## src/rtl/uart_tx_feeder_if.sv

```systemverilog
// uart_tx_feeder_if
//   Bundles the byte-write side and the transmitter-handshake side of the
//   UART byte feeder.
//
//   Handshake semantics:
//     - wr_en/wr_data is a one-cycle write strobe with no backpressure.
//       A strobe that arrives while fifo_full=1 and no pop happens in the
//       same cycle is dropped and reported on overflow.
//     - tx_int/send_complete is the transmitter trigger handshake. The
//       feeder raises tx_int only while send_complete=1 (transmitter idle).
//       The transmitter starts on the tx_int falling edge and drops
//       send_complete while it is sending. It raises send_complete again
//       when it is done. tx_data is held from the pop until that rise.
//
//   Modports:
//     master : write/transmitter environment (drives wr_en, wr_data, send_complete)
//     slave  : the feeder itself
interface uart_tx_feeder_if #(
  parameter int DEPTH_LOG2 = 4
);
  logic                  wr_en;
  logic [7:0]            wr_data;
  logic                  fifo_full;
  logic                  fifo_empty;
  logic [DEPTH_LOG2:0]   fifo_count;
  logic [7:0]            tx_data;
  logic                  tx_int;
  logic                  send_complete;
  logic                  busy;
  logic                  overflow;
  logic                  timeout_err;

  modport master (
    output wr_en, wr_data, send_complete,
    input  fifo_full, fifo_empty, fifo_count, tx_data, tx_int,
           busy, overflow, timeout_err
  );

  modport slave (
    input  wr_en, wr_data, send_complete,
    output fifo_full, fifo_empty, fifo_count, tx_data, tx_int,
           busy, overflow, timeout_err
  );
endinterface

```

## src/rtl/uart_tx_feeder.sv

```systemverilog
// uart_tx_feeder
//   Byte FIFO plus trigger sequencer in front of the UART transmitter.
//   Bytes are queued from the frame builder. Each byte is popped onto
//   tx_data while the transmitter reports idle. tx_int is held high for
//   HOLD_CYCLES and then dropped to start the transmitter. The feeder
//   then waits for send_complete to fall and rise again before it pops
//   the next byte.
//
//   Ports:
//     clk         : system clock
//     rst_n       : asynchronous active-low reset
//     bus         : uart_tx_feeder_if.slave (write strobe, FIFO flags,
//                   tx_data/tx_int, send_complete, busy, overflow, timeout_err)
//     dbg_state_o : current sequencer state (0 IDLE, 1 LOAD, 2 FALL_WAIT, 3 DONE_WAIT)
module uart_tx_feeder #(
  parameter int DEPTH_LOG2   = 4,
  parameter int HOLD_CYCLES  = 2,
  parameter int BUSY_TIMEOUT = 8
) (
  input  logic                clk,
  input  logic                rst_n,
  uart_tx_feeder_if.slave     bus,
  output logic [1:0]          dbg_state_o
);

  localparam int DEPTH = 1 << DEPTH_LOG2;
  localparam int CW    = DEPTH_LOG2 + 1;
  localparam int HW    = (HOLD_CYCLES  > 1) ? $clog2(HOLD_CYCLES)      : 1;
  localparam int TW    = $clog2(BUSY_TIMEOUT + 1);

  typedef enum logic [1:0] {
    IDLE      = 2'd0,
    LOAD      = 2'd1,
    FALL_WAIT = 2'd2,
    DONE_WAIT = 2'd3
  } state_e;

  // FIFO storage and bookkeeping
  logic [7:0]            mem_q [DEPTH];
  logic [DEPTH_LOG2-1:0] wr_ptr_q, rd_ptr_q;
  logic [CW-1:0]         count_q, count_d;
  logic                  full_q, empty_q, overflow_q;

  // Sequencer
  state_e                state_q;
  logic                  tx_int_q;
  logic [7:0]            tx_data_q;
  logic [HW-1:0]         hold_q;
  logic [TW-1:0]         to_q;
  logic [TW-1:0]         to_inc;
  logic                  timeout_q;

  logic                  pop;
  logic                  push;

  // A pop only happens from IDLE while the transmitter is idle. This also
  // covers a transmitter that is still busy when reset is released.
  assign pop  = (state_q == IDLE) && !empty_q && bus.send_complete;
  // A pop in the same cycle frees a slot, so a write at full is still taken.
  assign push = bus.wr_en && (!full_q || pop);

  always_comb begin
    count_d = count_q;
    if (push && !pop)      count_d = count_q + 1'b1;
    else if (pop && !push) count_d = count_q - 1'b1;
  end

  // Storage has no reset: a slot is only read after it has been written.
  always_ff @(posedge clk) begin
    if (push) mem_q[wr_ptr_q] <= bus.wr_data;
  end

  always_ff @(posedge clk or negedge rst_n) begin
    if (!rst_n) begin
      wr_ptr_q   <= '0;
      rd_ptr_q   <= '0;
      count_q    <= '0;
      full_q     <= 1'b0;
      empty_q    <= 1'b1;
      overflow_q <= 1'b0;
    end else begin
      if (push) wr_ptr_q <= wr_ptr_q + 1'b1;
      if (pop)  rd_ptr_q <= rd_ptr_q + 1'b1;
      count_q    <= count_d;
      full_q     <= (count_d == CW'(DEPTH));
      empty_q    <= (count_d == '0);
      overflow_q <= bus.wr_en && !push;
    end
  end

  assign to_inc = to_q + 1'b1;

  always_ff @(posedge clk or negedge rst_n) begin
    if (!rst_n) begin
      state_q   <= IDLE;
      tx_int_q  <= 1'b0;
      tx_data_q <= 8'h00;
      hold_q    <= '0;
      to_q      <= '0;
      timeout_q <= 1'b0;
    end else begin
      timeout_q <= 1'b0;
      case (state_q)
        IDLE: begin
          tx_int_q <= 1'b0;
          if (pop) begin
            tx_data_q <= mem_q[rd_ptr_q];
            tx_int_q  <= 1'b1;
            // Counts down to zero; tx_int drops on the edge after it reaches zero.
            hold_q    <= HW'(HOLD_CYCLES - 1);
            state_q   <= LOAD;
          end
        end
        LOAD: begin
          if (hold_q == '0) begin
            tx_int_q <= 1'b0;
            to_q     <= '0;
            state_q  <= FALL_WAIT;
          end else begin
            hold_q <= hold_q - 1'b1;
          end
        end
        FALL_WAIT: begin
          to_q <= to_inc;
          if (!bus.send_complete) begin
            state_q <= DONE_WAIT;
          end else if (to_inc == TW'(BUSY_TIMEOUT)) begin
            // The transmitter never acknowledged: the byte is dropped, not retried.
            timeout_q <= 1'b1;
            state_q   <= IDLE;
          end
        end
        DONE_WAIT: begin
          if (bus.send_complete) state_q <= IDLE;
        end
        default: state_q <= IDLE;
      endcase
    end
  end

  assign bus.fifo_full   = full_q;
  assign bus.fifo_empty  = empty_q;
  assign bus.fifo_count  = count_q;
  assign bus.tx_data     = tx_data_q;
  assign bus.tx_int      = tx_int_q;
  assign bus.busy        = (state_q != IDLE) || !empty_q;
  assign bus.overflow    = overflow_q;
  assign bus.timeout_err = timeout_q;
  assign dbg_state_o     = state_q;

endmodule

```

## src/flat_wrapper.sv

```systemverilog
// flat-port wrapper written by rule: the top's interface ports become plain ports
module uart_tx_feeder_flat 
#(
  parameter int DEPTH_LOG2   = 4,
  parameter int HOLD_CYCLES  = 2,
  parameter int BUSY_TIMEOUT = 8
)
  (clk, rst_n, dbg_state_o, bus_wr_en, bus_wr_data, bus_send_complete, bus_fifo_full, bus_fifo_empty, bus_fifo_count, bus_tx_data, bus_tx_int, bus_busy, bus_overflow, bus_timeout_err);
  uart_tx_feeder_if #(.DEPTH_LOG2(DEPTH_LOG2)) bus_i ();
  input  logic clk;
  input  logic rst_n;
  output logic [1:0] dbg_state_o;
  input wire logic [$bits(bus_i.wr_en)-1:0] bus_wr_en;
  input wire logic [$bits(bus_i.wr_data)-1:0] bus_wr_data;
  input wire logic [$bits(bus_i.send_complete)-1:0] bus_send_complete;
  output wire logic [$bits(bus_i.fifo_full)-1:0] bus_fifo_full;
  output wire logic [$bits(bus_i.fifo_empty)-1:0] bus_fifo_empty;
  output wire logic [$bits(bus_i.fifo_count)-1:0] bus_fifo_count;
  output wire logic [$bits(bus_i.tx_data)-1:0] bus_tx_data;
  output wire logic [$bits(bus_i.tx_int)-1:0] bus_tx_int;
  output wire logic [$bits(bus_i.busy)-1:0] bus_busy;
  output wire logic [$bits(bus_i.overflow)-1:0] bus_overflow;
  output wire logic [$bits(bus_i.timeout_err)-1:0] bus_timeout_err;
  assign bus_i.wr_en = bus_wr_en;
  assign bus_i.wr_data = bus_wr_data;
  assign bus_i.send_complete = bus_send_complete;
  assign bus_fifo_full = bus_i.fifo_full;
  assign bus_fifo_empty = bus_i.fifo_empty;
  assign bus_fifo_count = bus_i.fifo_count;
  assign bus_tx_data = bus_i.tx_data;
  assign bus_tx_int = bus_i.tx_int;
  assign bus_busy = bus_i.busy;
  assign bus_overflow = bus_i.overflow;
  assign bus_timeout_err = bus_i.timeout_err;
  uart_tx_feeder #(.DEPTH_LOG2(DEPTH_LOG2), .HOLD_CYCLES(HOLD_CYCLES), .BUSY_TIMEOUT(BUSY_TIMEOUT)) u_core (.clk(clk), .rst_n(rst_n), .bus(bus_i), .dbg_state_o(dbg_state_o));
endmodule
```

## config.mk

```make
export PLATFORM = sky130hd
export DESIGN_NAME = uart_tx_feeder_flat
export DESIGN_NICKNAME = d
export VERILOG_FILES = /design/src/rtl/uart_tx_feeder_if.sv /design/src/rtl/uart_tx_feeder.sv /design/src/flat_wrapper.sv
export SDC_FILE = /design/constraint.sdc
export NUM_CORES = 1
export LEC_CHECK = 0
export ABC_CLOCK_PERIOD_IN_PS = 3800
export CAP_MARGIN = 30
export CELL_PAD_IN_SITES_DETAIL_PLACEMENT = 2
export CELL_PAD_IN_SITES_GLOBAL_PLACEMENT = 2
export CORE_MARGIN = 4
export CORE_UTILIZATION = 45
export CTS_CLUSTER_DIAMETER = 120
export DETAILED_ROUTE_END_ITERATION = 10
export PLACE_DENSITY = 0.85
export SYNTH_ARGS = -nofsm -noshare
export SYNTH_HDL_FRONTEND = slang
export SYNTH_SLANG_ARGS = --single-unit
```

## constraint.sdc

```tcl
create_clock -name clk -period 3.8 [get_ports clk]
set_clock_uncertainty 0.2 [all_clocks]
set_input_delay 0.38 -clock clk [delete_from_list [all_inputs] [get_ports clk]]
set_output_delay 0.38 -clock clk [all_outputs]
set_load 0.1 [all_outputs]
```

==> results of run 1 <==
==> through the flow <==
stage | cells | instance area [um^2] | setup WS (ns) | hold slack [ns] | util
floorplan | 377 | 6610 | 0.494 | -0.116 | -
global placement | 592 | 7190 | 0.612 | 0.289 | 0.497
detailed placement | 592 | 7190 | 0.405 | 0.314 | 0.497
CTS | 625 | 7800 | 0.700 | 0.335 | 0.538
global route | 625 | 7800 | 0.559 | 0.362 | 0.538
finish | 625 | 7800 | 0.695 | 0.328 | 0.538
==> worst paths after layout <==
path | cells after the start | slack (ns) | to
setup reg to reg | 4 | 0.69 | u_core.mem_q[7][3]$_DFFE_PP_
hold reg to reg | 1 | 0.33 | u_core.bus.tx_data[4]$_DFFE_PN0P_
setup / recovery | 4 | 0.69 | u_core.mem_q[7][3]$_DFFE_PP_
min in group asynchronous | 2 | 0.41 | u_core.bus.tx_data[3]$_DFFE_PN0P_
max in group asynchronous | 2 | 2.40 | u_core.rd_ptr_q[1]$_DFFE_PN0P_
hold / removal | 1 | 0.33 | u_core.bus.tx_data[4]$_DFFE_PN0P_
==> registers in the layout, indices dropped and copies added (netlist names) <==
register / count
u_core.bus.fifo_full: 1
u_core.bus.fifo_count: 5
u_core.to_q: 4
u_core.bus.tx_data: 8
u_core.bus.tx_int: 1
u_core.wr_ptr_q: 4
u_core.hold_q: 1
u_core.bus.fifo_empty: 1
u_core.bus.timeout_err: 1
u_core.mem_q: 128
u_core.rd_ptr_q: 4
u_core.bus.overflow: 1
u_core.dbg_state_o: 2
==> cell type report <==
type                            count  share of cell area
Multi-Input combinational cell    186               0.230
Clock buffer                       19              0.0568
Clock inverter                     13              0.0194
Sequential cell                   161               0.599
Tap cell                          184              0.0295
Inverter                           10             0.00481
Timing Repair Buffer               52              0.0600
==> cell usage after synthesis, drive strengths merged (3+ instances only) <==
| master | count |
|---|---|
| o21ai | 6 |
| dfrtp | 32 |
| nand2b | 5 |
| nand3 | 4 |
| or4 | 3 |
| clkbuf | 6 |
| or3 | 4 |
| o211ai | 3 |
| edfxtp | 128 |
| mux2i | 18 |
| o221ai | 6 |
| ha | 8 |
| mux4 | 30 |
| nand2 | 23 |
| buf | 14 |
| xnor2 | 8 |
| inv | 10 |
| nor2 | 19 |
| a21oi | 9 |
| nand4 | 4 |
| nor3 | 4 |
==> kinds of logic after synthesis <==
group / synth area share
compound gates: 0.0426
fa+ha+maj: 0.0152
flops: 0.707
xor+xnor: 0.0119
simple gates: 0.0680
mux: 0.133
buf+inv: 0.0223
==> per-layer routing <==
layer | wire, um | share of wire | GRT usage
met4 | 327 | 0.018 | 0.0741
met2 | 9450 | 0.52 | 0.399
met5 | 0 | 0 | 0
met3 | 1040 | 0.057 | 0.0429
met1 | 7460 | 0.41 | 0.313
==> report_power, final <==
part           total (mW)  internal (mW)  leakage (nW)  switching, mW
Sequential           2.59           2.21          1.56          0.377
Combinational        2.42          0.843         0.864           1.58
Clock                1.74          0.998         0.283          0.737
==> what timing repair did <==
item,4_1_cts,5_1_grt
setup endpoints to repair,0,0
hold endpoints to repair,32,0
hold buffers,1,0
==> critical path, cell delays in order, from the launching register on <==
cell	delay (ns)
dfrtp_1	0.56
or4b_4	0.62
a21boi_2	0.42
nand2_1	0.30
nor2_1	0.63
==> impl_results.md, run 1 <==
* Hold Violations, Final at 0
* Worst r2r src: u_core.dbg_state_o[1]$_DFFE_PN0P_
* Async set-reset flop share out of synthesis at 0.205
* Synth-to-Final Area Change at 18.0%
* Pre-Repair DR Iteration Count at 4
* Post-DRT Antenna Nets at 0
* Post-Syn Area at 0.00661 mm^2
* Grt ovf at 0
* Critical Path AT at ~3.0 ns
* Post-synthesis cell type count at 55
* FP Rows at 44
* Setup tns final at 0 ns
* Iter 0 DRT Violations at 345
* N_diodes at 0
* CTS buffer count at 17
* Wire per inst at about 30 um
* CP Max Fanout at 15
* Seq/Total Area, Yosys at 0.707
* Fillers at 1281
* Crit path from: u_core.dbg_state_o[1]$_DFFE_PN0P_
* Tightest Pin Transition at 0.999 ns
* Synth Flop Type: edfxtp_1
* Vias in the first global route at around 4200
* Bufs on Longest Clock Path at 2
* Fmax at 322 MHz
* Critical path class: flip-flop to flip-flop
* Pwr dens at between 800 and 900 mW/mm^2
* Required time worst endpoint at 3.66 ns
* Synthesized Nets at 397
* Post-Synthesis Cells at 377
* DP HPWL at 11800 um
* TritonCTS clock tree: done
* First-pass GRT wire length at 27900 um
* Share of the synthesized area in the top cell type at 0.582
* Initial Util at 0.456
* Crit path time final at 3.11 ns
* Post-CTS resize count at 0
* Max VDD drop at 0.000406 V
* Final period utilization at 0.817
* I/O pin count at 33
* Post-synthesis register bit count at 161
* Layout cells sized above 1 at 0.224
* Die area at between 0.015 and 0.02 mm^2
* Vias/cell at approximately 6.0
* # Post-CTS Setup Buffers at 0
* Synth Area per Inst at 17.5 um^2
* Top area cells in the synthesized netlist: edfxtp_1 (58%), dfrtp_1 (12%), mux4_2 (10%), mux2i_1 (2.7%), ha_1 (1.5%)
* Most frequent cells in the layout: edfxtp_1 (128), clkdlybuf4s50_1 (31), dfrtp_1 (31)
* Slew headroom at 0.332
* Pins over their slew limit at 0
* Setup-failing EPs final at 0
* Die width at approximately 130 um
* Largest net degree at the start of global routing at 34
* Leading area contributor after synthesis: edfxtp_1
* Worst skew pair latency at 0.43 ns
* Most common cell after layout, fill and taps aside: edfxtp_1
* Post-route DRC at 0
* Total GRT Usage at 0.236
* Die height at 129 um
* Area occupied by multi-input gates at 0.00179 mm^2
* Register clock-pin slew on the reported worst setup and hold paths at 0.07 ns
* Final #Nets at 448
* Worst Setup Start Kind: flip-flop
* Yosys Warn Count at 0
* Crit. End Element: flip-flop
* Port bufs at 32
* Final Wtd Congestion at 0.818
* Root buffer cell: clkbuf_16
* Core footprint at around 0.014 mm^2
* Max-cap violations at 0
* H-tree levels at 4
* Hold Crit Start: u_core.bus.tx_data[4]$_DFFE_PN0P_
* Via Count at 3768
* Clock sinks at 161
* Seq. cell area at 0.00467 mm^2
* Number of synthesized flops with an enable pin at 128
* WL final at 18300 um
* Hold WC Path Type: flip-flop to flip-flop
* Total power at 6.74 mW
* Leakage power at about 2.7 nW
* Antenna violations before repair at 0
* RSZ-0062 raised after global routing: false
* Outcome: finished, final reports clean
(Power assumes the default switching activity.)
==> inputs of run 2 (changes only) <==
Settings changed: ABC_CLOCK_PERIOD_IN_PS 3800 to 3000.
Clock period 3.8 ns to 3 ns, I/O delays scaled along.
==> impl_results.md, run 2 (synthesized netlist as in run 1, its figures left out) <==
* Pins over their slew limit at 0 (unchanged)
* Root buffer cell: clkbuf_16
* Crit. End Element: flip-flop
* Min Hold Slack at 0.309 ns (-0.0195 ns)
* Layout cells sized above 1 at 0.287 (+0.0625)
* Vias/cell at 5.87 (-2.7%)
* Worst skew pair latency at 0.44 ns (about the same)
* CTS buffer count at 17 (unchanged)
* Tightest Pin Transition at 0.832 ns (-0.167 ns)
* Total GRT Usage at 0.234 (-0.00238)
* Max VDD drop at 0.000722 V (+78%)
* Post-DRT Antenna Nets at 0 (unchanged)
* Hold WC Path Type: input port to async pin
* WL final at 18200 um (-0.40%)
* Max-cap violations at 0 (unchanged)
* Vias in the first global route at 4038 (-3.5%)
* R2r endpoint: u_core.mem_q[11][0]$_DFFE_PP_
* Wire per inst at 28.9 um (-1.2%)
* I/O pin count at 33 (unchanged)
* Final period utilization at 0.905 (+0.0875)
* Core footprint at 0.0145 mm^2 (unchanged)
* # Post-CTS Setup Buffers at 0 (unchanged)
* Initial Util at 0.456 (unchanged)
* Biggest register: u_core.mem_q
* RSZ-0062 raised after global routing: false
* Via Count at 3697 (-1.9%)
* Worst r2r src: u_core.dbg_state_o[0]$_DFFE_PN0P_
* Critical Path AT at 2.63 ns (-0.34 ns)
* Required time worst endpoint at 2.92 ns (-0.74 ns)
* Setup-failing EPs final at 0 (unchanged)
* Hold Violations, Final at 0 (unchanged)
* FP Rows at 44 (unchanged)
* End point of the critical path: u_core.mem_q[11][0]$_DFFE_PP_
* Critical path class: flip-flop to flip-flop
* CP Max Fanout at 11 (-4)
* Largest net degree at the start of global routing at 34 (unchanged)
* Final #Nets at 453 (+1.1%)
* Synth-to-Final Area Change at 18.3%
* Post-CTS resize count at 0 (unchanged)
* N_diodes at 0 (unchanged)
* Clock sinks at 161 (unchanged)
* Worst Setup Start Kind: flip-flop
* Setup tns final at 0 ns (unchanged)
* Slew headroom at 0.443 (+0.112)
* Most frequent cells in the layout: edfxtp_1 (128), buf_4 (43), mux4_2 (30), dfrtp_1 (30), nand2_1 (23)
* FF-to-FF path depth at 5 (+1)
* Port bufs at 32 (unchanged)
* DP HPWL at 11900 um (+0.12%)
* First-pass GRT wire length at 27400 um (-1.8%)
* Grt ovf at 0 (unchanged)
* Flop2flop setup slack at 0.29 ns (-0.41 ns)
* Outcome: finished, final reports clean
* Design area at 0.00782 mm^2 (+0.26%)
* Die width at 129 um (unchanged)
* Register clock-pin slew on the reported worst setup and hold paths at 0.07 ns (about the same)
* Crit path time final at 2.71 ns (-0.391 ns)
* Iter 0 DRT Violations at 275 (-20%)
* Placed cell count at 597 (+0.84%)
* Leakage power at 2.76 nW (+2.1%)
* Filler-free cell count of the finished design at 630 (+0.80%)
* Fmax at 368 MHz (+14%)
* Pwr dens at 1090 mW/mm^2 (+26%)
* Post-route DRC at 0 (unchanged)
* TritonCTS clock tree: done
* Bufs on Longest Clock Path at 2 (unchanged)
* Max reg flops at 128 (unchanged)
* Die area at 0.0167 mm^2 (unchanged)
* Antenna violations before repair at 0 (unchanged)
* Die height at 129 um (unchanged)
* Most common cell after layout, fill and taps aside: edfxtp_1
* Final Wtd Congestion at 0.761 (-6.9%)
* Placed Area at 0.00722 mm^2 (+0.43%)
* Pre-Repair DR Iteration Count at 4 (unchanged)
* H-tree levels at 4 (unchanged)
* Crit path from: u_core.dbg_state_o[0]$_DFFE_PN0P_
run 2: changes by cell type in the layout (fill, tap and decap cells not counted), sizes merged:
| cell | previous run | this run |
|---|---|---|
| buf | 20 | 46 |
| clkbuf | 19 | 18 |
| clkdlybuf4s50 | 31 | 10 |
| clkinv | 3 | 5 |
| inv | 15 | 14 |
run 2: metrics by stage:
step	utilization	power, mW	setup WS (ns)
3_3_place_gp	0.499	6.15	0.268
4_1_cts	0.540	8.61	0.257
2_1_floorplan	-	5.39	0.00808
6_report	0.540	8.52	0.286
5_1_grt	0.540	8.91	0.135
3_5_place_dp	0.499	6.38	0.100
run 2: final cells by class:
type                       count  area, um^2
clock buffer                  18         429
clock inverter                14         154
fill                        1272        6660
inverter                      10        37.5
multi-input combinational    186        1810
sequential                   161        4670
tap                          184         230
timing repair buffer          57         478
run 2: what timing repair did:
item,4_1_cts,5_1_grt
hold buffers,1,0
hold endpoints to repair,32,0
setup endpoints to repair,0,0
run 2: power by group:
group	leakage (nW)	total (mW)	internal [mW]	switching [mW]
Combinational	0.929	3.12	1.06	2.06
Clock	0.275	2.15	1.24	0.916
Sequential	1.56	3.25	2.80	0.450
Total	2.76	8.52	5.10	3.43
run 2: routing by layer:
metal	GRT usage	vias to the layer above	routed length (um)
met5	0	-	0
met1	0.303	1975	7550
li1	-	1599	-
met2	0.395	95	9520
met3	0.0544	28	725
met4	0.0710	0	394
run 2: how the worst min path moves through the flow:
| stage | startpoint | end | slack, ns | cells after the start |
|---|---|---|---|---|
| final | rst_n | u_core.wr_ptr_q[0]$_DFFE_PN0P_ | 0.31 | 2 |
| after global routing | u_core.rd_ptr_q[3]$_DFFE_PN0P_ | u_core.rd_ptr_q[3]$_DFFE_PN0P_ | 0.35 | 1 |
| after CTS | u_core.rd_ptr_q[3]$_DFFE_PN0P_ | u_core.rd_ptr_q[3]$_DFFE_PN0P_ | 0.32 | 1 |
| after detailed placement | rst_n | u_core.bus.fifo_count[0]$_DFF_PN0_ | 0.24 | 1 |
| after global placement | rst_n | u_core.bus.overflow$_DFF_PN0_ | 0.21 | 1 |
| after floorplan | rst_n | u_core.bus.fifo_count[0]$_DFF_PN0_ | -0.20 | 0 |
run 2: worst max-delay path, cell delays in order (launching register included):
cell	delay (ns)
dfrtp_2	0.49
or4b_4	0.55
a21boi_2	0.45
nand2_1	0.29
nor2_1	0.19
buf_4	0.23
==> inputs of run 3 (changes only) <==
Settings changed: SKIP_CTS_REPAIR_TIMING set to 1.
==> results of run 3 <==
The final DEF is identical to that of run 2; final timing and power are the same.
